===== src/rtl/branch_resolve_unit.sv =====
// ============================================================================
//  Module      : branch_resolve_unit
//  Description : Resolves conditional/unconditional control transfers one
//                cycle after issue and trains a 2-bit-counter branch history
//                table. Optional macro BRU_MISALIGN_CHECK_EN enables
//                misaligned-target flagging.
//  Revision    : 1.0 - initial release
// ============================================================================
`default_nettype none

module branch_resolve_unit #(
   parameter int XLEN      = 32,
   parameter int BHT_DEPTH = 16
) (
   input  logic            clk,
   input  logic            rst_n,
   input  logic            clk_en,
   input  logic            in_valid,
   input  logic            flush,
   input  logic [XLEN-1:0] rs1,
   input  logic [XLEN-1:0] rs2,
   input  logic [XLEN-1:0] imm,
   input  logic [XLEN-1:0] pc,
   input  logic [2:0]      funct3,
   input  logic            cbranch,
   input  logic            ubranch,
   input  logic            base_sel,
   input  logic            pred_taken,
   input  logic [XLEN-1:0] lookup_pc,
   output logic            lookup_taken,
   output logic            res_valid,
   output logic            res_taken,
   output logic            res_mispredict,
   output logic            res_misaligned,
   output logic [XLEN-1:0] res_target,
   output logic [XLEN-1:0] res_redirect_pc
);

   localparam int              IDX_W     = $clog2(BHT_DEPTH);
   localparam logic [XLEN-1:0] c_pc_step = XLEN'(4);

   logic [1:0]      r_bht [BHT_DEPTH];
   logic            r_res_valid;
   logic            r_res_taken;
   logic            r_res_mispredict;
   logic            r_res_misaligned;
   logic [XLEN-1:0] r_res_target;
   logic [XLEN-1:0] r_res_redirect_pc;

   logic [IDX_W-1:0] w_lookup_idx;
   logic [IDX_W-1:0] w_upd_idx;
   logic             w_eq;
   logic             w_lt;
   logic             w_ltu;
   logic             w_cond;
   logic [XLEN-1:0]  w_base;
   logic [XLEN-1:0]  w_sum;
   logic [XLEN-1:0]  w_target;
   logic [XLEN-1:0]  w_seq_pc;
   logic             w_taken;
   logic             w_misaligned;
   logic             w_mispredict;
   logic             w_accept;
   logic             w_bht_upd;
   logic [1:0]       w_bht_cur;
   logic [1:0]       w_bht_next;
   logic             w_unused_lookup;

   // Word-aligned PCs: the two LSBs never select a counter.
   assign w_lookup_idx    = lookup_pc[IDX_W+1:2];
   assign w_upd_idx       = pc[IDX_W+1:2];
   assign w_unused_lookup = ^{lookup_pc[XLEN-1:IDX_W+2], lookup_pc[1:0]};

   assign w_eq  = (rs1 == rs2);
   assign w_lt  = ($signed(rs1) < $signed(rs2));
   assign w_ltu = (rs1 < rs2);

   always_comb begin
      w_cond = 1'b0;
      case (funct3)
         3'b000:  w_cond = w_eq;
         3'b001:  w_cond = ~w_eq;
         3'b100:  w_cond = w_lt;
         3'b101:  w_cond = ~w_lt;
         3'b110:  w_cond = w_ltu;
         3'b111:  w_cond = ~w_ltu;
         default: w_cond = 1'b0;
      endcase
   end

   assign w_base   = base_sel ? rs1 : pc;
   assign w_sum    = w_base + imm;
   assign w_target = base_sel ? {w_sum[XLEN-1:1], 1'b0} : w_sum;
   assign w_seq_pc = pc + c_pc_step;
   assign w_taken  = cbranch ? w_cond : ubranch;

`ifdef BRU_MISALIGN_CHECK_EN
   assign w_misaligned = w_taken & (w_target[1:0] != 2'b00);
`else
   assign w_misaligned = 1'b0;
`endif

   // A misaligned target traps, so it is neither a mispredict nor training data.
   assign w_mispredict = (w_taken ^ pred_taken) & ~w_misaligned;
   assign w_accept     = in_valid & ~flush;
   assign w_bht_upd    = w_accept & cbranch & ~w_misaligned;

   assign w_bht_cur = r_bht[w_upd_idx];

   always_comb begin
      w_bht_next = w_bht_cur;
      if (w_taken) begin
         if (w_bht_cur != 2'b11) w_bht_next = w_bht_cur + 2'b01;
      end else begin
         if (w_bht_cur != 2'b00) w_bht_next = w_bht_cur - 2'b01;
      end
   end

   always_ff @(posedge clk) begin
      if (!rst_n) begin
         for (int i = 0; i < BHT_DEPTH; i++) r_bht[i] <= 2'b01;
      end else if (clk_en && w_bht_upd) begin
         r_bht[w_upd_idx] <= w_bht_next;
      end
   end

   always_ff @(posedge clk) begin
      if (!rst_n) begin
         r_res_valid       <= 1'b0;
         r_res_taken       <= 1'b0;
         r_res_mispredict  <= 1'b0;
         r_res_misaligned  <= 1'b0;
         r_res_target      <= '0;
         r_res_redirect_pc <= '0;
      end else if (clk_en) begin
         r_res_valid <= w_accept;
         if (w_accept) begin
            r_res_taken       <= w_taken;
            r_res_mispredict  <= w_mispredict;
            r_res_misaligned  <= w_misaligned;
            r_res_target      <= w_target;
            r_res_redirect_pc <= w_taken ? w_target : w_seq_pc;
         end
      end
   end

   // No bypass: a same-cycle update becomes visible only after the edge.
   assign lookup_taken    = r_bht[w_lookup_idx][1];
   assign res_valid       = r_res_valid;
   assign res_taken       = r_res_taken;
   assign res_mispredict  = r_res_mispredict;
   assign res_misaligned  = r_res_misaligned;
   assign res_target      = r_res_target;
   assign res_redirect_pc = r_res_redirect_pc;

endmodule

`default_nettype wire

===== config.mk =====
export PLATFORM = sky130hd
export DESIGN_NAME = branch_resolve_unit
export DESIGN_NICKNAME = d
export VERILOG_FILES = /design/src/rtl/branch_resolve_unit.sv
export SDC_FILE = /design/constraint.sdc
export NUM_CORES = 1
export LEC_CHECK = 0
export ABC_AREA = 1
export BUFFER_PORTS_ARGS = -buffer_cell sky130_fd_sc_hd__buf_2
export CORE_ASPECT_RATIO = 0.5
export CORE_MARGIN = 1.5
export CORE_UTILIZATION = 29
export DETAILED_ROUTE_END_ITERATION = 10
export HOLD_SLACK_MARGIN = 0.05
export MAX_ROUTING_LAYER = met4
export PLACE_DENSITY = 0.55
export SETUP_SLACK_MARGIN = 0.3
export SLEW_MARGIN = 20
export SYNTH_ARGS = -nofsm -noshare
export SYNTH_HDL_FRONTEND = slang
export SYNTH_SLANG_ARGS = --single-unit

===== constraint.sdc =====
create_clock -name clk -period 8.27 [get_ports clk]
set_input_delay 0.827 -clock clk [delete_from_list [all_inputs] [get_ports clk]]
set_output_delay 0.827 -clock clk [all_outputs]
set_load 0.03 [all_outputs]

==> impl_metrics.env, run 1 <==
export IMPL_run_status="completed"
export IMPL_fin_crit_sh_pct=52.7
export IMPL_hold_buffers=0
export IMPL_synthesis_nets=1560
export IMPL_cts_tree="done"
export IMPL_crit_fanout=56
export IMPL_globalRoute_totalOverflow=0
export IMPL_finalWirelength_um=30400
export IMPL_die_area_mm2=0.0304
export IMPL_cts_setup_buffers=0
export IMPL_numPortBuffers=211
export IMPL_synth_async_sr_flop_share_pct=0
export IMPL_route_detailed_wl_per_inst_um=16.0
export IMPL_setup_repair_after_global_routing_missed_its_margin="no"
export IMPL_nNetsFinal=1741
export IMPL_sink_count=99
export IMPL_clk_pin_slew_ns=0.07
export IMPL_power_density_mw_per_mm2=147
export IMPL_setup_total_negative_slack_ns=0
export IMPL_startpoint_type="input pin"
export IMPL_insertion_delay_ns=0.37
export IMPL_layout_drive_gt1_share_pct=16.6
export IMPL_std_cell_rows=44
export IMPL_count_of_state_elements_after_synthesis=99
export IMPL_synth_cells=1320
export IMPL_final_cell_mix="sky130_fd_sc_hd__nand2_1, sky130_fd_sc_hd__buf_2, sky130_fd_sc_hd__inv_1"
export IMPL_detailed_place_hpwl_um=24500
export IMPL_overall_power_w=0.00150
export IMPL_worst_r2r_setup_slack_ns=5.92
export IMPL_biggest_area_consumer_among_synthesized_cells="sky130_fd_sc_hd__dfxtp_1"
export IMPL_setup_worst_path_end_class="register"
export IMPL_worst_ir_drop_vdd_mv=0.0788
export IMPL_detail_route_antenna_nets=0
export IMPL_cts_resized=0
export IMPL_hold_class="register to register"
export IMPL_gp_congestion=0.976
export IMPL_hold_viol=0
export IMPL_synthToLayoutAreaGrowth_pct=19.9
export IMPL_synth_cell_type_count=46
export IMPL_seq_area_frac_synth_pct=27.1
export IMPL_dr_total_vias=9003
export IMPL_number_of_max_slew_violations_in_the_final_report=0
export IMPL_io_pins=241
export IMPL_ys_dominant_reg_cell="sky130_fd_sc_hd__dfxtp_1"
export IMPL_layout_min_cycle_time_ns=4.35
export IMPL_clockBufferDepth=2
export IMPL_worst_pin_slew_ns=0.800
export IMPL_drt_iter0_markers=591
export IMPL_synth_area_mm2=0.00849
export IMPL_clock_tree_root_cell="sky130_fd_sc_hd__clkbuf_16"
export IMPL_remaining_drc_errors=0
export IMPL_floorplan_core_area_mm2=0.0289
export IMPL_die_width_um=245
export IMPL_grt_max_degree=57
export IMPL_cp_data_arrival_time_ns=4.60
export IMPL_synth_enable_flop_cells=32
export IMPL_cap_violations=0
export IMPL_cp_data_required_time_ns=8.51
export IMPL_vias_per_cell=4.74
export IMPL_synthDominantCellAreaShare_pct=15.8
export IMPL_timing_clock_skew_ns=0.00534
export IMPL_clock_fmax_ghz=0.230
export IMPL_fillCellCount=3207
export IMPL_path_class="input pin to register"
export IMPL_post_synth_main_area_contributors="sky130_fd_sc_hd__dfxtp_1, sky130_fd_sc_hd__nand2_1, sky130_fd_sc_hd__edfxtp_1"
export IMPL_synth_warning_count=0
export IMPL_static_leakage_power_nw=5.29
export IMPL_die_h_um=124
export IMPL_detailedRoute_firstPassIterationCount=5
export IMPL_initial_utilization_pct=29.4
export IMPL_initial_antenna_violation_count=1
export IMPL_cts_htree_levels=3
export IMPL_vias_in_the_first_global_route=7947
export IMPL_number_of_clock_buffers_inserted_by_tritoncts=9
export IMPL_track_usage_pct=20.0
export IMPL_setup_violations=0
export IMPL_synth_avg_cell_area_um2=6.44
export IMPL_first_pass_grt_wire_length_um=44600
export IMPL_max_slew_margin_pct=46.5
export IMPL_layout_commonest_cell="sky130_fd_sc_hd__nand2_1"
-- cells by family after synthesis --
family	after synthesis	share of synthesized area [%]
flops	99	27.1
other cells	1	0.0441
fa+ha+maj	68	10.1
simple gates	619	30.5
xor+xnor	53	5.46
buf+inv	260	12.2
compound gates	220	14.6
-- where the power goes --
part           internal (W)  total (W)  switching, W
combinational      0.000161   0.000493      0.000332
sequential         0.000522   0.000533     0.0000116
clock              0.000266   0.000474      0.000208
total              0.000948    0.00150      0.000551
-- critical path, cell delays in order --
cell and delay [ns]:
sky130_fd_sc_hd__buf_2 0.08, sky130_fd_sc_hd__buf_4 0.43, sky130_fd_sc_hd__clkinv_1 0.45, sky130_fd_sc_hd__or2_2 0.40
sky130_fd_sc_hd__o21ai_0 0.16, sky130_fd_sc_hd__inv_1 0.08, sky130_fd_sc_hd__ha_1 0.28, sky130_fd_sc_hd__nand3_1 0.07
sky130_fd_sc_hd__nand2_1 0.14, sky130_fd_sc_hd__nand3_1 0.09, sky130_fd_sc_hd__nand2_1 0.16, sky130_fd_sc_hd__a21boi_0 0.16
sky130_fd_sc_hd__o21ai_0 0.54, sky130_fd_sc_hd__nand3_1 0.18, sky130_fd_sc_hd__nand2_1 0.11, sky130_fd_sc_hd__nand2_1 0.05
sky130_fd_sc_hd__nand2_1 0.11, sky130_fd_sc_hd__nand2_1 0.07, sky130_fd_sc_hd__nand3_1 0.11, sky130_fd_sc_hd__a21oi_1 0.07
-- synth_stat cells (6+ instances only) --
cell type / count
sky130_fd_sc_hd__nor4_1: 7
sky130_fd_sc_hd__nand2_1: 328
sky130_fd_sc_hd__o211ai_1: 13
sky130_fd_sc_hd__clkbuf_1: 31
sky130_fd_sc_hd__dfxtp_1: 67
sky130_fd_sc_hd__nor3_1: 20
sky130_fd_sc_hd__ha_1: 67
sky130_fd_sc_hd__nand4_1: 27
sky130_fd_sc_hd__buf_4: 8
sky130_fd_sc_hd__xnor2_1: 12
sky130_fd_sc_hd__a21oi_1: 76
sky130_fd_sc_hd__a21o_1: 6
sky130_fd_sc_hd__nor2_1: 139
sky130_fd_sc_hd__xor2_1: 41
sky130_fd_sc_hd__nand3_1: 82
sky130_fd_sc_hd__o21ai_0: 91
sky130_fd_sc_hd__inv_1: 208
sky130_fd_sc_hd__edfxtp_1: 32
-- worst paths after layout --
kind,startpoint,endpoint,cells past startpoint
max,base_sel,res_redirect_pc[31],20
min,res_redirect_pc[3],res_redirect_pc[3],2
max reg2reg,r_bht[5][1],r_bht[8][1],9
min reg2reg,res_redirect_pc[3],res_redirect_pc[3],2
-- metal layers --
metal / global-route usage (%) / share of wire (%)
met4: 5.63 / 1.9
met1: 25.4 / 45
met2: 33.8 / 49
met5: - / 0
met3: 2.46 / 3.5
-- cell type report --
type / count / area [µm²] / area share [%]
multi-input cells: 961 / 5170 / 50.7
flip-flops and latches: 99 / 2300 / 22.6
repair buffers: 219 / 1120 / 11.0
inverters: 211 / 792 / 7.77
well taps: 391 / 489 / 4.80
clock buffers: 10 / 229 / 2.25
clock inverters: 6 / 88.8 / 0.872
diodes: 2 / 5.00 / 0.0491
-- flip-flops by register name (all words and copies together) (netlist names) --
signal / flops
r_bht: 32
res_redirect_pc: 32
res_target: 32
res_mispredict: 1
res_taken: 1
res_valid: 1
-- metrics by stage --
stage          util (%)  hold WS (ns)  cells  setup WS, ns  cell area [µm²]
2_1_floorplan         -         0.589   1320          4.81             8490
3_5_place_dp       34.1         0.457   1881          3.57             9870
6_report           35.3         0.464   1899          3.92            10200
5_1_grt            35.2         0.494   1898          3.52            10200
3_3_place_gp       34.1         0.448   1881          3.62             9870
4_1_cts            35.2         0.468   1897          3.96            10200
Power figures use the tool's default switching activity.
==> run 2: changes to the inputs <==
--- a/config.mk
+++ b/config.mk
@@ -13,7 +13,7 @@
 export DETAILED_ROUTE_END_ITERATION = 10
 export HOLD_SLACK_MARGIN = 0.05
 export MAX_ROUTING_LAYER = met4
-export PLACE_DENSITY = 0.55
+export PLACE_DENSITY = 0.56
 export SETUP_SLACK_MARGIN = 0.3
 export SLEW_MARGIN = 20
 export SYNTH_ARGS = -nofsm -noshare
==> constraint.sdc (replaced) <==
create_clock -name clk -period 3.5 [get_ports clk]
set_input_delay 0.35 -clock clk [delete_from_list [all_inputs] [get_ports clk]]
set_output_delay 0.35 -clock clk [all_outputs]
set_load 0.03 [all_outputs]
==> run 2 against run 1 <==
Compared with the run above: combinational power up 150%; non-clock buffer count is 17 higher; register-to-register slack worse by 4.4 ns; global-route usage rose by 0.28 points; clock power grew 120%; first-iteration DRC count increased by 2.7%; clock-buffer cell count shrank 1; via count is 0.74% higher; die area is the same; routed wire length grew 1.3%; cell count grew 0.95%; critical path type unchanged; critical endpoint is now res_redirect_pc[17].
==> impl_metrics.env, run 2 (same netlist as run 1, synthesis figures left out) <==
export IMPL_run_status="completed"
export IMPL_crit_fanout=5
export IMPL_fillCellCount=3193
export IMPL_clock_power_share_pct=29.5
export IMPL_setup_worst_path_end_class="register"
export IMPL_detail_route_antenna_nets=0
export IMPL_power_density_mw_per_mm2=340
export IMPL_setup_repair_after_global_routing_missed_its_margin="no"
export IMPL_finalWirelength_um=30800
export IMPL_vias_per_cell=4.73
export IMPL_cap_violations=0
export IMPL_layout_min_cycle_time_ns=2.88
export IMPL_pwr_share_comb_pct=34.7
export IMPL_place_ws_ns=0.221
export IMPL_share_seq_of_total_power_pct=35.8
export IMPL_clk_pin_slew_ns=0.08
export IMPL_remaining_drc_errors=0
export IMPL_setup_total_negative_slack_ns=0
export IMPL_timing_critical_path_slowest_cell_delay_ns=0.42
export IMPL_cts_tree="done"
export IMPL_hold_viol=0
export IMPL_track_usage_pct=20.3
export IMPL_timing_clock_skew_ns=0.00815
export IMPL_vias_in_the_first_global_route=7942
export IMPL_cp_data_required_time_ns=3.82
export IMPL_cts_htree_levels=3
export IMPL_max_slew_margin_pct=55.3
export IMPL_finalWorstSetupSlack_ns=0.623
export IMPL_worst_pin_slew_ns=0.671
export IMPL_detailedRoute_firstPassIterationCount=5
export IMPL_clock_fmax_ghz=0.348
export IMPL_cts_resized=0
export IMPL_fin_crit_sh_pct=82.2
export IMPL_route_detailed_wl_per_inst_um=16.0
export IMPL_worst_path_buf_inv=5
export IMPL_cell_area_after_placement_mm2=0.0100
export IMPL_worst_r2r_path_depth=10
export IMPL_cpMaxStageDelayCell="sky130_fd_sc_hd__a21oi_1"
export IMPL_worst_r2r_setup_slack_ns=1.52
export IMPL_layout_drive_gt1_share_pct=17.5
export IMPL_synthToLayoutAreaGrowth_pct=21.7
export IMPL_globalRoute_totalOverflow=0
export IMPL_clock_tree_root_cell="sky130_fd_sc_hd__clkbuf_16"
export IMPL_crit_chain="buf_2 > clkinv_1 > or2_2 > o21ai_0 > inv_1 > ha_1 > nand3_1 > nand2_1 > a21oi_1 > o21bai_1 > a21oi_1 > inv_1 > a21oi_1 > xnor2_1 > nand3_1 > nand3_1 > nand2_1 > inv_1"
export IMPL_holdPathEnd="res_valid"
export IMPL_insertion_delay_ns=0.37
export IMPL_final_design_area_no_fill_mm2=0.0103
export IMPL_cts_setup_buffers=0
export IMPL_worst_ir_drop_vdd_mv=0.176
export IMPL_dr_total_vias=9070
export IMPL_startpoint_type="input pin"
export IMPL_number_of_max_slew_violations_in_the_final_report=0
export IMPL_final_cell_count_no_fill=1917
export IMPL_grt_max_degree=94
export IMPL_std_cell_rows=44
export IMPL_final_cell_mix="sky130_fd_sc_hd__nand2_1, sky130_fd_sc_hd__buf_2, sky130_fd_sc_hd__inv_1"
export IMPL_crit_path_start="base_sel"
export IMPL_sink_count=99
export IMPL_static_leakage_power_nw=5.37
export IMPL_hold_buffers=0
export IMPL_layout_commonest_cell="sky130_fd_sc_hd__nand2_1"
export IMPL_first_pass_grt_wire_length_um=44900
export IMPL_initial_utilization_pct=29.4
export IMPL_dpl_cell_count=1898
export IMPL_clockBufferDepth=2
export IMPL_min_delay_path_depth=4
export IMPL_hold_class="input pin to register"
export IMPL_cp_top_family="compound AO/OA/AOI/OAI gates"
export IMPL_path_class="input pin to register"
export IMPL_floorplan_core_area_mm2=0.0289
export IMPL_initial_antenna_violation_count=3
export IMPL_numPortBuffers=211
export IMPL_nNetsFinal=1758
export IMPL_power_switching_fraction_pct=37.3
export IMPL_die_width_um=245
export IMPL_drt_iter0_markers=607
export IMPL_gp_congestion=0.975
export IMPL_cp_data_arrival_time_ns=3.20
export IMPL_detailed_place_hpwl_um=24900
export IMPL_io_pins=241
export IMPL_die_h_um=124
export IMPL_p_switching_w=0.00131
export IMPL_die_area_mm2=0.0304
export IMPL_worstHoldStart="clk_en"
export IMPL_setup_violations=0
export IMPL_number_of_clock_buffers_inserted_by_tritoncts=9
export IMPL_worst_r2r_endpoint="r_bht[4][0]"
export IMPL_fin_worst_hold_slack_ns=0.256
export IMPL_internal_dissipation_w=0.00220
export IMPL_reg2reg_from="r_bht[1][1]"
-- run 2: power groups by stage --
stage	clock network, W	logic, W	registers (W)
2_1_floorplan	0	0.000696	0.00136
3_3_place_gp	0	0.00121	0.00129
3_5_place_dp	0	0.00121	0.00129
4_1_cts	0.00106	0.00122	0.00126
5_1_grt	0.00109	0.00135	0.00126
6_report	0.00104	0.00122	0.00126
-- run 2: layout make-up --
class                           count  area [µm²]  share of cell area, %
Clock inverter                      7        68.8                  0.666
Multi-Input combinational cell    961        5170                   50.0
Tap cell                          391         489                   4.73
Antenna cell                        3        7.51                 0.0726
Clock buffer                        9         225                   2.18
Sequential cell                    99        2300                   22.3
Timing Repair Buffer              236        1280                   12.4
Inverter                          211         792                   7.66
-- run 2: worst reg2reg max path: stages, from the launching register on --
cell	delay, ns
sky130_fd_sc_hd__edfxtp_1	0.36
sky130_fd_sc_hd__inv_1	0.09
sky130_fd_sc_hd__a21oi_1	0.06
sky130_fd_sc_hd__o21ai_0	0.07
sky130_fd_sc_hd__o21ai_0	0.15
sky130_fd_sc_hd__a22o_1	0.23
sky130_fd_sc_hd__a221oi_2	0.26
sky130_fd_sc_hd__nor2_1	0.09
sky130_fd_sc_hd__o21ai_2	0.16
sky130_fd_sc_hd__buf_4	0.19
sky130_fd_sc_hd__nand2_1	0.06
-- run 2: worst max path at each step --
stage | depth (start not counted) | end
after detailed placement | 17 | res_redirect_pc[18]
after global routing | 17 | res_redirect_pc[18]
after global placement | 17 | res_redirect_pc[18]
final | 18 | res_redirect_pc[17]
after CTS | 17 | res_redirect_pc[18]
after floorplan | 16 | res_redirect_pc[20]
-- run 2: routing by layer --
metal / routed length, µm / vias up / share of wire, % / track usage (%)
met1: 13600 / 4149 / 44 / 25.2
li1: - / 4682 / - / -
met3: 1230 / 40 / 4.0 / 2.31
met2: 15200 / 199 / 49 / 34.2
met5: 0 / - / 0 / -
met4: 762 / 0 / 2.5 / 7.56
-- run 2: per-stage QoR --
| step | util, % | power, W |
|---|---|---|
| after floorplan | - | 0.00206 |
| after global placement | 34.7 | 0.00250 |
| after detailed placement | 34.7 | 0.00250 |
| after CTS | 35.7 | 0.00354 |
| after global routing | 35.8 | 0.00371 |
| final | 35.8 | 0.00351 |
